## src/rtl/selector_rr_arbiter.sv

```systemverilog
// selector_rr_arbiter: picks one of in_val requesting channels each cycle
// (round-robin or fixed priority) and registers the chosen word together with
// a one-hot grant tag into a single valid/ready output stage.
module selector_rr_arbiter #(
  parameter int in_size = 2,
  parameter int in_val  = 4,
  parameter int mode    = 0
) (
  input  logic                      clk,
  input  logic                      rst,
  input  logic [in_size*in_val-1:0] in,
  input  logic [in_val-1:0]         in_valid,
  output logic [in_val-1:0]         in_ready,
  input  logic [in_val-1:0]         en,
  output logic [in_size-1:0]        out,
  output logic [in_val-1:0]         out_grant,
  output logic                      out_valid,
  input  logic                      out_ready
);

  localparam int idx_w = $clog2(in_val);
  localparam int sh_w  = idx_w + 1;

  logic [idx_w-1:0]    last;
  logic [in_val-1:0]   req;
  logic [in_val-1:0]   rot;
  logic [in_val-1:0]   rot_pick;
  logic [in_val-1:0]   grant_rr;
  logic [in_val-1:0]   grant_fp;
  logic [in_val-1:0]   grant;
  logic [2*in_val-1:0] req_dbl;
  logic [2*in_val-1:0] back_dbl;
  logic [sh_w-1:0]     shamt;
  logic [idx_w-1:0]    grant_idx;
  logic [in_size-1:0]  sel_data;
  logic                accept;

  assign req    = in_valid & en;
  assign accept = !out_valid || out_ready;

  // Round-robin: rotate the request vector so the channel after 'last' lands
  // at bit 0, isolate the lowest set bit, then rotate the one-hot back.
  assign shamt    = sh_w'(last) + sh_w'(1);
  assign req_dbl  = {req, req};
  assign rot      = req_dbl[shamt +: in_val];
  assign rot_pick = rot & (~rot + in_val'(1));
  assign back_dbl = {{in_val{1'b0}}, rot_pick} << shamt;
  assign grant_rr = back_dbl[in_val-1:0] | back_dbl[2*in_val-1:in_val];

  // Fixed priority: lowest-index request wins.
  assign grant_fp = req & (~req + in_val'(1));

  assign grant = (mode == 1) ? grant_fp : grant_rr;

  // Reset holds off every producer so nothing is lost while the stage clears.
  assign in_ready = rst ? '0 : (grant & {in_val{accept}});

  // Encode the one-hot grant into an index for the round-robin pointer.
  always_comb begin
    grant_idx = '0;
    for (int i = 0; i < in_val; i++) begin
      if (grant[i]) grant_idx = idx_w'(i);
    end
  end

  // Grant is one-hot, so an AND-OR mux over the slices selects the word.
  always_comb begin
    sel_data = '0;
    for (int i = 0; i < in_val; i++) begin
      sel_data = sel_data | (in[i*in_size +: in_size] & {in_size{grant[i]}});
    end
  end

  // Output stage and pointer: load on transfer, drain when idle, hold on stall.
  always_ff @(posedge clk or posedge rst) begin
    if (rst) begin
      out       <= '0;
      out_grant <= '0;
      out_valid <= 1'b0;
      last      <= idx_w'(in_val - 1);
    end else if (accept) begin
      if (grant != '0) begin
        out       <= sel_data;
        out_grant <= grant;
        out_valid <= 1'b1;
        if (mode == 0) last <= grant_idx;
      end else begin
        out_valid <= 1'b0;
      end
    end
  end

endmodule

```

## config.mk

```make
export PLATFORM = sky130hd
export DESIGN_NAME = selector_rr_arbiter
export DESIGN_NICKNAME = d
export VERILOG_FILES = /design/src/rtl/selector_rr_arbiter.sv
export SDC_FILE = /design/constraint.sdc
export NUM_CORES = 1
export LEC_CHECK = 0
export CORE_MARGIN = 1.5
export CORE_UTILIZATION = 50
export CTS_BUF_LIST = sky130_fd_sc_hd__clkbuf_4
export CTS_CLUSTER_SIZE = 14
export DETAILED_ROUTE_END_ITERATION = 16
export HOLD_SLACK_MARGIN = 0.06
export PLACE_DENSITY = 0.86
export SYNTH_ARGS = -nofsm -noshare
export SYNTH_HDL_FRONTEND = slang
export SYNTH_SLANG_ARGS = --single-unit
```

## constraint.sdc

```tcl
create_clock -name clk -period 3.74 [get_ports clk]
set_clock_uncertainty 0.15 [all_clocks]
set_input_delay 0.748 -clock clk [delete_from_list [all_inputs] [get_ports clk]]
set_output_delay 0.748 -clock clk [all_outputs]
set_load 0.005 [all_outputs]
```

==> results.cfg <==
[power]
swShare = 0.4516
peakVddDrop_mv = 0.5148
p_int_mw = 0.5918
power_density_nw_per_um2 = 799.3
pwr-share-clk = 0.072
p_leak_nw = 0.5878
switchingPower_mw = 0.4873
power.total_mw = 1.079
comb_power_share = 0.724
seqPwrFrac = 0.204

[cts]
ctsRootBufferMaster = clkbuf_4
clk_pin_slew_worst_paths_ns = 0.07
cts_hold_buf = 0
numCtsBuffers = 3
clock_path_buffers = 2
cts.sinks = 9
clkLatencyLatePin_ns = 0.28
htreeDepth = 1
cts_tree = yes

[synth]
synth-edff-count = 0
ys_warn_count = 0
ys_ff_latch = 9
async_flop_share = 1.000
syn-mean-instance-area_um2 = 8.139
synth_flop_cell = dfrtp_1
syn_area_um2 = 870.8
synth.distinct_cells = 44
synth-seq-area-share = 0.2615
postSynthCellCount = 107
synth_nets = 127

[critical_path]
cp_max_fo = 5
worstReg2RegStart = last[0]
cp_top_family = buffers and inverters
worst-setup-path-type = in2out
cp-end-kind = output pin
cpPeakStageDelay_ns = 0.59
worstPathArrival_ns = 2.83
path_cells = clkdlybuf4s50_1, nand2_1, nor4bb_2, o31ai_2, buf_4, a21oi_2, a21oi_1, nor3_1, dlygate4sd2_1
cp-startpoint = in_valid[1]
required_ns = 2.84
critical_path_buf_inv_count = 3
cp-start-kind = input pin
crit_path_top_delay_cell = clkdlybuf4s50_1

[floorplanning]
die_x_um = 44.74
die_y_um = 44.74
die-area_um2 = 2001
initial_utilization = 0.5586
core_um2 = 1559
io_pins = 30
rows = 14

[global_route]
grt_pass1_wl_mm = 4.202
grt-ovfl-total = 0
track_usage = 0.2891
first_global_vias = 1022
grt_antenna_before_repair = 0
grt_max_degree = 18

[routing]
ant_nets = 0
top_layer = met4
drt-wirelength-per-cell_um = 17.05
vias = 1095
met3_length_um = 174
drc_errors = 0
met2_length_mm = 1.446
first_pass_iters = 4
routed_wl_mm = 2.831
viasPerCell = 6.596
drt_iter0_drc = 44
wl_met1_mm = 1.146

[timing]
hold_viol = 0
tns_ns = 0
layout_min_cycle_time_ns = 3.725
finalSetupViolations = 0
tightest_slew_ns = 0.5676
slew_violations = 0
maxSlewHeadroom = 0.6216
max_freq_mhz = 268.4
post-route-period-util = 0.9960

[cells_and_area]
nets = 171
drive_gt1_frac = 0.2467
instances_no_fill = 166
fillerInstances = 92
area_growth_pct = 55.03
post-route-util = 0.8660
antenna_cells = 0

[placed_design]
finalWeightedCongestion = 0.8760
hpwlAfterDp_mm = 1.984
dp_cells = 161
portBuffers = 29

[min_path]
min_from = out_grant[2]
hold_class = reg2reg

[run]
maxCapViolations = 0

[status]
outcome = completed
==> power by group through the flow <==
stage          Clock (mW)  Combinational, mW  Sequential (mW)
3_5_place_dp            0              0.740            0.215
4_1_cts            0.0796              0.756            0.214
6_report           0.0776              0.782            0.220
2_1_floorplan           0              0.486            0.185
3_3_place_gp            0              0.725            0.212
5_1_grt            0.0829              0.835            0.226
==> worst paths after layout <==
path,to,slack [ns],depth (start not counted)
min in group asynchronous,out_grant[1],0.73,2
worst max-delay path,in_ready[3],0.01,9
worst max register to register,last[0],1.02,8
worst min register to register,out_grant[2],0.34,1
max in group asynchronous,last[1],2.41,2
worst min-delay path,out_grant[2],0.34,1
==> registers in the layout (all words and copies together), names as in the netlist <==
name       flops
out_grant      4
last           2
out            2
out_valid      1
==> cells by family after synthesis <==
kind of cell,Yosys count,synth area share
simple gates,43,0.2673
mux,3,0.03592
buf+inv,10,0.04884
compound gates,41,0.3721
fa+ha+maj,1,0.01437
flops,9,0.2615
==> placed cells by master, fill, tap and decap left out, types with 5 or more instances in the layout <==
cell              n
clkdlybuf4s50_1  24
buf_4            16
nand2_1          11
dfrtp_1           7
a21oi_1           6
nor2_1            5
==> stage by stage <==
stage / worst slack (ns) / hold WS [ns] / instance area, um^2
final: 0.01484 / 0.3391 / 1350
after global routing: -0.1043 / 0.3709 / 1350
after CTS: 0.08095 / 0.3420 / 1326
after detailed placement: -0.05759 / 0.3265 / 1266
after global placement: -0.01052 / 0.3277 / 1266
after floorplan: 0.9361 / 0.3294 / 870.8
==> area by class of cell <==
| cell class | instances | area [um^2] | area share |
|---|---|---|---|
| Clock inverter | 1 | 5.005 | 0.003707 |
| Inverter | 4 | 15.01 | 0.01112 |
| Clock buffer | 3 | 22.52 | 0.01668 |
| Tap cell | 16 | 20.02 | 0.01483 |
| Timing Repair Buffer | 45 | 411.6 | 0.3049 |
| Multi-Input combinational cell | 88 | 648.1 | 0.4801 |
| Sequential cell | 9 | 227.7 | 0.1687 |
==> layer usage <==
layer  vias to the layer above  track usage
met3                         7      0.06000
met1                       525       0.3013
met4                         0       0.1333
met2                        53       0.5449
li1                        510            -
met5                         -            0
==> Yosys cell counts, drive strengths merged, types with 2 or more instances <==
| cell type | n | area share |
|---|---|---|
| nand2 | 12 | 0.052 |
| a21oi | 9 | 0.065 |
| dfrtp | 7 | 0.20 |
| nor2 | 5 | 0.022 |
| a21o | 4 | 0.034 |
| a221oi | 4 | 0.040 |
| inv | 4 | 0.017 |
| nand3 | 4 | 0.023 |
| nand4 | 4 | 0.029 |
| nor3 | 4 | 0.023 |
| o2bb2ai | 4 | 0.040 |
| a22o | 3 | 0.030 |
| a31oi | 3 | 0.022 |
| buf | 3 | 0.017 |
| clkbuf | 3 | 0.014 |
| nor2b | 3 | 0.022 |
| a32oi | 2 | 0.020 |
| and2 | 2 | 0.017 |
| dfstp | 2 | 0.060 |
| mux2i | 2 | 0.023 |
| nand2b | 2 | 0.014 |
| nor4b | 2 | 0.020 |
| o31ai | 2 | 0.023 |
==> repair_timing <==
| action | 4_1_cts | 5_1_grt |
|---|---|---|
| buffers inserted | 1 | 0 |
| setup endpoints to repair | 3 | 2 |
| pin swaps | 5 | 1 |
| gates resized for setup | 9 | 6 |
(Power assumes the default switching activity.)
